===== src/rtl/axis_adc_decimator.sv =====
// rtl/axis_adc_decimator.sv - power-of-two block-average decimator for a signed ADC sample stream
module axis_adc_decimator #(
    parameter int ADC_WIDTH         = 14,
    parameter int S_AXIS_DATA_WIDTH = 16,
    parameter int M_AXIS_DATA_WIDTH = 16
) (
    input  logic                         aclk,
    input  logic                         aresetn,
    input  logic [S_AXIS_DATA_WIDTH-1:0] S_AXIS_tdata,
    input  logic                         S_AXIS_tvalid,
    input  logic [1:0]                   dec_log2,
    input  logic                         resync,
    input  logic                         ovr_clear,
    output logic [M_AXIS_DATA_WIDTH-1:0] M_AXIS_tdata,
    output logic                         M_AXIS_tvalid,
    output logic                         ovr,
    output logic [2:0]                   dbg_count
);

    // Three guard bits hold the sum of up to eight full-scale samples.
    localparam int ACC_W = ADC_WIDTH + 3;

    logic signed [ACC_W-1:0] x;
    logic signed [ACC_W-1:0] acc;
    logic signed [ACC_W-1:0] sum;
    logic signed [ACC_W-1:0] rounded;
    logic signed [ACC_W-1:0] scaled;
    logic [2:0]              count;
    logic [2:0]              cur_count;
    logic [2:0]              last_idx;
    logic [1:0]              n_reg;
    logic [1:0]              n_eff;
    logic                    start;
    logic                    done;
    logic                    rail;
    logic                    unused_bits;

    assign x = {{3{S_AXIS_tdata[ADC_WIDTH-1]}}, S_AXIS_tdata[ADC_WIDTH-1:0]};
    assign rail = (S_AXIS_tdata[ADC_WIDTH-1:0] == {1'b0, {(ADC_WIDTH-1){1'b1}}}) ||
                  (S_AXIS_tdata[ADC_WIDTH-1:0] == {1'b1, {(ADC_WIDTH-1){1'b0}}});

    // A resync makes this cycle's sample the first of a fresh block.
    assign cur_count = resync ? 3'd0 : count;
    assign start     = (cur_count == 3'd0);
    assign n_eff     = start ? dec_log2 : n_reg;
    assign sum       = start ? x : acc + x;
    assign rounded   = sum + ACC_W'(1);
    assign done      = S_AXIS_tvalid && (cur_count == last_idx);
    assign dbg_count = count;

    always_comb begin
        last_idx = 3'd0;
        scaled   = sum;
        case (n_eff)
            2'd0: begin last_idx = 3'd0; scaled = sum <<< 2;     end
            2'd1: begin last_idx = 3'd1; scaled = sum <<< 1;     end
            2'd2: begin last_idx = 3'd3; scaled = sum;           end
            2'd3: begin last_idx = 3'd7; scaled = rounded >>> 1; end
            default: ;
        endcase
    end

    always_ff @(posedge aclk or negedge aresetn) begin
        if (!aresetn) begin
            count         <= 3'd0;
            acc           <= '0;
            n_reg         <= 2'd2;
            ovr           <= 1'b0;
            M_AXIS_tdata  <= '0;
            M_AXIS_tvalid <= 1'b0;
        end else begin
            M_AXIS_tvalid <= done;
            if (S_AXIS_tvalid) begin
                acc   <= sum;
                count <= done ? 3'd0 : cur_count + 3'd1;
                if (start)
                    n_reg <= dec_log2;
            end else if (resync) begin
                count <= 3'd0;
            end
            if (done)
                M_AXIS_tdata <= scaled[M_AXIS_DATA_WIDTH-1:0];
            if (S_AXIS_tvalid && rail)
                ovr <= 1'b1;
            else if (ovr_clear)
                ovr <= 1'b0;
        end
    end

    assign unused_bits = &{1'b0, S_AXIS_tdata[S_AXIS_DATA_WIDTH-1:ADC_WIDTH],
                           scaled[ACC_W-1:M_AXIS_DATA_WIDTH]};

endmodule


===== config.mk =====
export PLATFORM = sky130hd
export DESIGN_NAME = axis_adc_decimator
export DESIGN_NICKNAME = d
export VERILOG_FILES = /design/src/rtl/axis_adc_decimator.sv
export SDC_FILE = /design/constraint.sdc
export NUM_CORES = 1
export LEC_CHECK = 0
export ABC_AREA = 1
export BUFFER_PORTS_ARGS = -buffer_cell sky130_fd_sc_hd__buf_2
export CAP_MARGIN = 10
export CORE_ASPECT_RATIO = 1.25
export CORE_MARGIN = 4
export CORE_UTILIZATION = 55
export CTS_CLUSTER_SIZE = 10
export DETAILED_ROUTE_END_ITERATION = 16
export HOLD_SLACK_MARGIN = 0.08
export PLACE_DENSITY_LB_ADDON = 0.12
export SYNTH_ARGS = -nofsm -noshare
export SYNTH_HDL_FRONTEND = slang
export SYNTH_SLANG_ARGS = --single-unit
export TNS_END_PERCENT = 20

===== constraint.sdc =====
create_clock -name aclk -period 3 [get_ports aclk]
set_input_delay 0.15 -clock aclk [delete_from_list [all_inputs] [get_ports aclk]]
set_output_delay 0.15 -clock aclk [all_outputs]
set_load 0.02 [all_outputs]

==> results of run 1 <==
==> power by group <==
group          total (uW)  internal (uW)  switching (uW)
Sequential            777            695            81.1
Clock                 362            164             198
Combinational        1470            494             974
==> area by class of cell <==
type	count	area share, %
multi-input cells	464	57.0
flip-flops and latches	40	24.1
inverters	89	8.08
repair buffers	48	6.31
well taps	87	2.61
clock buffers	7	1.83
clock inverters	1	0.120
==> cell usage in the layout (no fill, tap or decap), types with 3 or more instances in the layout <==
cell type    n
a21oi_1     30
dfrtp_1     39
nor2_1      34
ha_1        18
nor2_2       6
buf_2       41
a221oi_1     3
nand3_1     54
clkbuf_8     5
nand4_1     12
o21ai_0     37
nand2_1    215
nor4_1       3
or2_2        6
inv_1       85
o21ai_1      6
buf_4        5
xor2_1       4
==> metal layers <==
layer	GRT usage [%]	routed length, um	part of all wire (%)	vias to the layer above
met1	31.9	4370	44	1832
met2	45.6	4930	49	116
met4	8.82	197	2.0	0
li1	-	-	-	2037
met5	0	0	0	-
met3	3.67	502	5.0	15
==> stage by stage <==
step	power, uW	hold WS (ps)	setup WS [ps]
6_report	2610	137	208
4_1_cts	2600	127	86.7
2_1_floorplan	1850	-146	486
3_3_place_gp	2190	343	225
3_5_place_dp	2230	344	130
5_1_grt	2850	166	-45.1
==> logic make-up (layout without fill, tap and decap cells) <==
group / count (synthesis) / in the layout / share of synthesized area (%)
AND/OR/NAND/NOR: 349 / 349 / 40.5
buffers and inverters: 101 / 145 / 11.0
AO/OA/AOI/OAI: 90 / 90 / 13.8
flip-flops: 40 / 40 / 26.6
adder cells (fa/ha/maj): 20 / 20 / 6.85
XOR/XNOR: 5 / 5 / 1.16
==> timing repair <==
item | in CTS | in global routing
buffers inserted | 0 | 1
endpoints found under the setup margin | 0 | 9
endpoints found under the hold margin | 40 | 0
resized for setup | 0 | 7
hold buffers | 2 | 0
==> worst min-delay path by stage <==
stage	end	slack, ps	cells past startpoint
after detailed placement	dbg_count[0]$_DFF_PN0_	340	1
after CTS	dbg_count[1]$_DFF_PN0_	130	2
after global placement	dbg_count[0]$_DFF_PN0_	340	1
after floorplan	M_AXIS_tdata[0]$_DFFE_PN0P_	-150	0
final	dbg_count[1]$_DFF_PN0_	140	2
after global routing	dbg_count[1]$_DFF_PN0_	170	2
==> metrics.md, run 1 <==
| Metric | Value |
|---|---|
| Status | finished clean |
| Initial antenna violation count | 0 |
| Vias in the first global route | around 3800 |
| Cells along the critical path | ha_2 -> fa_2 -> nand2_1 -> nand2_2 -> ha_1 -> inv_1 -> nor2_2 -> nand3_2 -> nor2_4 -> nand3_2 -> inv_1 -> nand2_1 -> nor2_2 -> nand3_1 -> nand3_1 -> nand2_1 -> nand2_1 -> nand2_1 |
| Non-filler cells, final | between 700 and 800 |
| Power Dens Cells | roughly 630 nW/um2 |
| Leakage | 0.00234 uW |
| Multi-input logic area | around 2400 um2 |
| Sequential area share after synthesis | a little over a quarter |
| Crit-path slowest cell | fa_2 |
| I/O pin total | 44 |
| EDFF count, synth | 0 |
| Number of max-cap violations | 0 |
| Drt via density | roughly 5.4 |
| Clock Skew | between 20 and 25 ps |
| Register area | roughly 1000 um2 |
| Setup crit end | M_AXIS_tdata[13]$_DFFE_PN0P_ |
| Share of layout cells above drive strength 1 | a little over an eighth |
| R2r worst-path depth | 18 |
| Die height | around 100 um |
| Crit Path Max Fanout | 4 |
| Crit. End Element | register |
| WL per Instance | around 14 um |
| Fmax | around 0.36 GHz |
| Critical Path Most Common Cell | nand2_1 |
| Syn-to-layout area delta | 10.7% |
| Arr. time, crit path | 2980 ps |
| Rel. slew slack | between 20 and 30% |
| Fin util | about 63% |
| Die area | 8240 um2 |
| Main area contributors after synthesis | dfrtp_1, nand2_1, inv_1 |
| R2r startpoint | acc[0]$_DFFE_PN0P_ |
| Synth top area share | between 20% and 30% |
| Largest net degree at the start of global routing | 41 |
| Fin crit share | 93.1% |
| First-pass GRT wire length | ~17000 um |
| Max reg flops | 17 |
| RSZ-0062 raised after global routing | true |
| Crit-path max cell delay | about 530 ps |
| DR pass1 iterations | 5 |
| Final Hold Fails | 0 |
| DP Area | just over 4000 um2 |
| Final slew viol count | 0 |
| Most instantiated cells after synthesis | nand2_1, inv_1, nand3_1 |
| Vias | 4000 |
| Synth Flop Type | dfrtp_1 |
| Clock Sinks | 40 |
| GPL Wtd Cong | between 0.8 and 0.9 |
| DR DRC count | 0 |
| Ant. Diodes | 0 |
| CORE AREA | ~6600 um2 |
| Count leader, synth | nand2_1 |
| Min-delay worst type | in -> reg |
| Worst vdd ir | between 0.4 and 0.5 mV |
| Cells after Synth | just over 600 |
| Syn_nets | approximately 650 |
| H-tree Lvls | 2 |
| Drt total wl | ~10000 um |
| Setup crit start kind | register |
| TritonCTS clock tree | done |
| Largest Register | acc |
| Count of final setup violators | 0 |
| FILL cells | between 600 and 700 |
| CP Class | reg -> reg |
| Max clock buf depth | 2 |
| DP Cell Count | between 700 and 800 |
| Number of port buffers | 41 |
| ANT nets after route | 0 |
| Critical Path RT | between 3000 and 4000 ps |
| FF-to-FF setup slack | between 200 and 250 ps |
| Finished Cell Area | roughly 4200 um2 |
| Final #Nets | 691 |
| Remaining Overflow, GRT | 0 |
| Synth cell types | 47 |
| Mapped Area | ~3800 um2 |
| Clock slew at reported path FFs | 80 ps |
| Post-synth ARST share | 100% |
| TritonCTS Buffers | 5 |
| Crit path launch | acc[0]$_DFFE_PN0P_ |
| Total GRT Usage | roughly 26% |
| Worst path depth | 18 |
| Buf/Inv on CP | 2 |
| Minimum clock period after layout | 2790 ps |
| Area leader, netlist | dfrtp_1 |
| Starting density of the core | about 57% |
| Reg-to-reg endpoint | M_AXIS_tdata[13]$_DFFE_PN0P_ |
| Setup total negative slack | 0 ps |
| CP delay by family, top | simple AND/OR/NAND/NOR gates |
| Worst-skew pair later-pin latency | between 300 and 400 ps |
| Die width | a little over 80 um |
| Synthesized area per cell | just over 6 um2 |
| Yosys reg bits | 40 |
| Min-delay src | S_AXIS_tvalid |
| Ys Warns | 0 |
| Row cnt | 33 |
| Worst-margin pin slew | between 1000 and 1500 ps |
| Root Driver | clkbuf_8 |
| DR iter-0 viols | between 200 and 250 |
| Dpl hpwl | roughly 7800 um |
Power figures use the tool's default switching activity.
==> run 2: changes to the inputs <==
- CORE_ASPECT_RATIO: 1.25 -> 1.1
==> run 2 against run 1 <==
Die area about the same. Largest cell class unchanged. Register-to-register slack worse by 80 ps. Clock skew shrank 11 ps. Count of clock-buffer cells in the layout up 1. Highest routed layer unchanged. Critical path depth did not move. Combinational power barely moved. Worst hold slack got worse by 5.5 ps. Sequential share of layout area decreased by 0.18 points. Total power rose by 2.0%.
==> metrics.md, run 2 (synthesis results as in run 1) <==
| Metric | Value |
|---|---|
| Total GRT Usage | about a quarter |
| Die width | between 80 and 90 um |
| Die height | roughly 95 um |
| Root Driver | clkbuf_8 |
| TritonCTS Buffers | 5 |
| Remaining Overflow, GRT | 0 |
| Arr. time, crit path | 3060 ps |
| First-pass GRT wire length | 17500 um |
| Critical Path RT | between 3000 and 4000 ps |
| Share of layout cells above drive strength 1 | around 14% |
| Number of max-cap violations | 0 |
| Most common cell after layout, fill and taps aside | nand2_1 |
| Number of port buffers | 41 |
| Crit-path slowest cell | fa_2 |
| Largest Register | acc |
| Dpl hpwl | just under 8000 um |
| Rel. slew slack | between 20 and 30% |
| Fin util | ~63% |
| Min-delay src | S_AXIS_tvalid |
| Fin crit share | around 96% |
| Buf/Inv on CP | 2 |
| GPL Wtd Cong | approximately 0.95 |
| Worst-skew pair later-pin latency | 300 ps |
| Vias in the first global route | 3862 |
| Syn-to-layout area delta | 11.5% |
| Initial antenna violation count | 0 |
| Max clock buf depth | 2 |
| Clock Skew | approximately 9.9 ps |
| Starting density of the core | 56.7% |
| ANT nets after route | 0 |
| CP delay by family, top | simple AND/OR/NAND/NOR gates |
| Setup crit start kind | register |
| Worst vdd ir | ~0.42 mV |
| Total power | around 2700 uW |
| DR iter-0 viols | between 150 and 200 |
| Die area | approximately 8200 um2 |
| DR DRC count | 0 |
| H-tree Lvls | 2 |
| Drt total wl | 10100 um |
| Critical Path Most Common Cell | nand2_1 |
| TritonCTS clock tree | done |
| Most frequent cells in the layout | nand2_1, inv_1, nand3_1, buf_2, dfrtp_1 |
| Vias | 4059 |
| Reg-to-reg endpoint | M_AXIS_tdata[13]$_DFFE_PN0P_ |
| Hold worst-path end | dbg_count[0]$_DFF_PN0_ |
| R2r startpoint | acc[0]$_DFFE_PN0P_ |
| Crit. End Element | register |
| Ant. Diodes | 0 |
| Final slew viol count | 0 |
| Fmax | 0.348 GHz |
| Clock slew at reported path FFs | approximately 80 ps |
| Count of final setup violators | 0 |
| Status | finished clean |
| Row cnt | 31 |
| Crit Path Max Fanout | 4 |
| I/O pin total | between 40 and 50 |
| Final #Nets | about 700 |
| Drt via density | between 5 and 6 |
| CORE AREA | ~6600 um2 |
| Leakage | about 0.0024 uW |
| Final Hold Fails | 0 |
| Worst-margin pin slew | around 1100 ps |
| Max reg flops | 17 |
| DR pass1 iterations | 5 |
| Largest net degree at the start of global routing | 41 |
| Min-delay worst type | in -> reg |
| Clock Sinks | 40 |
| Minimum clock period after layout | around 2900 ps |
| R2r worst-path depth | 18 |
| Cells along the critical path | ha_2 -> fa_2 -> nand2_1 -> nand2_2 -> ha_1 -> inv_1 -> nor2_2 -> nand3_2 -> nor2_4 -> nand3_2 -> inv_2 -> nand2_1 -> nor2_2 -> nand3_1 -> nand3_1 -> nand2_1 -> nand2_1 -> nand2_1 |
| FILL cells | between 600 and 700 |
| CP Class | reg -> reg |
| Power Dens Cells | approximately 630 nW/um2 |
| WL per Instance | approximately 14 um |
| Worst Hold Depth | 2 |
| Crit-path max cell delay | around 530 ps |
| FF-to-FF setup slack | approximately 130 ps |
run 2: per-stage QoR:
step / hold WS (ps) / setup slack, ps / std cells / TNS, ps / cell area, um2
finish: 132 / 129 / 735 / 0 / 4200
global route: 142 / -11.2 / 735 / -11.2 / 4200
CTS: 123 / 126 / 732 / 0 / 4150
detailed placement: 342 / 148 / 722 / 0 / 4040
global placement: 338 / 230 / 722 / 0 / 4040
floorplan: -146 / 486 / 605 / 0 / 3760
run 2: how the worst max path moves through the flow:
stage | slack (ps) | end | from | depth (start not counted)
after floorplan | 490 | M_AXIS_tdata[13]$_DFFE_PN0P_ | dbg_count[0]$_DFF_PN0_ | 20
after global placement | 230 | M_AXIS_tdata[13]$_DFFE_PN0P_ | acc[0]$_DFFE_PN0P_ | 18
after detailed placement | 150 | M_AXIS_tdata[13]$_DFFE_PN0P_ | acc[0]$_DFFE_PN0P_ | 18
after CTS | 130 | M_AXIS_tdata[15]$_DFFE_PN0P_ | acc[0]$_DFFE_PN0P_ | 18
after global routing | -10 | M_AXIS_tdata[15]$_DFFE_PN0P_ | acc[0]$_DFFE_PN0P_ | 18
final | 130 | M_AXIS_tdata[13]$_DFFE_PN0P_ | acc[0]$_DFFE_PN0P_ | 18
run 2: routing by layer:
layer / vias up / routed length [um] / global-route usage [%]
li1: 2048 / - / -
met1: 1870 / 4650 / 35.3
met2: 125 / 4800 / 44.2
met3: 16 / 487 / 2.97
met4: 0 / 176 / 7.66
met5: - / 0 / 0
run 2: cell type report:
class / instances / area (um2) / share of cell area [%]
Clock buffer: 8 / 90.1 / 2.15
Inverter: 89 / 337 / 8.02
Multi-Input combinational cell: 464 / 2370 / 56.5
Sequential cell: 40 / 1000 / 23.9
Tap cell: 82 / 103 / 2.44
Timing Repair Buffer: 52 / 293 / 6.98
run 2: what timing repair did:
action,4_1_cts,5_1_grt
endpoints found under the hold margin,40,0
gates resized for setup,0,8
setup endpoints to repair,0,7
hold buffers,2,0
setup buffers,0,3
run 2: power breakdown:
part           total [uW]  internal [uW]  leakage [uW]  switching, uW
Sequential            779            695      0.000495           84.0
Combinational        1490            507       0.00182            986
Clock                 387            188     0.0000455            199
run 2: worst register-to-register path: stages, from the launching register on:
cell,delay [ps]
dfrtp_1,390
ha_2,210
fa_2,530
nand2_1,70
nand2_2,130
ha_1,180
inv_1,50
nor2_2,140
nand3_2,120
nor2_4,150
nand3_2,140
inv_2,90
nand2_1,80
nor2_2,160
nand3_1,80
nand3_1,90
nand2_1,50
nand2_1,60
nand2_1,50
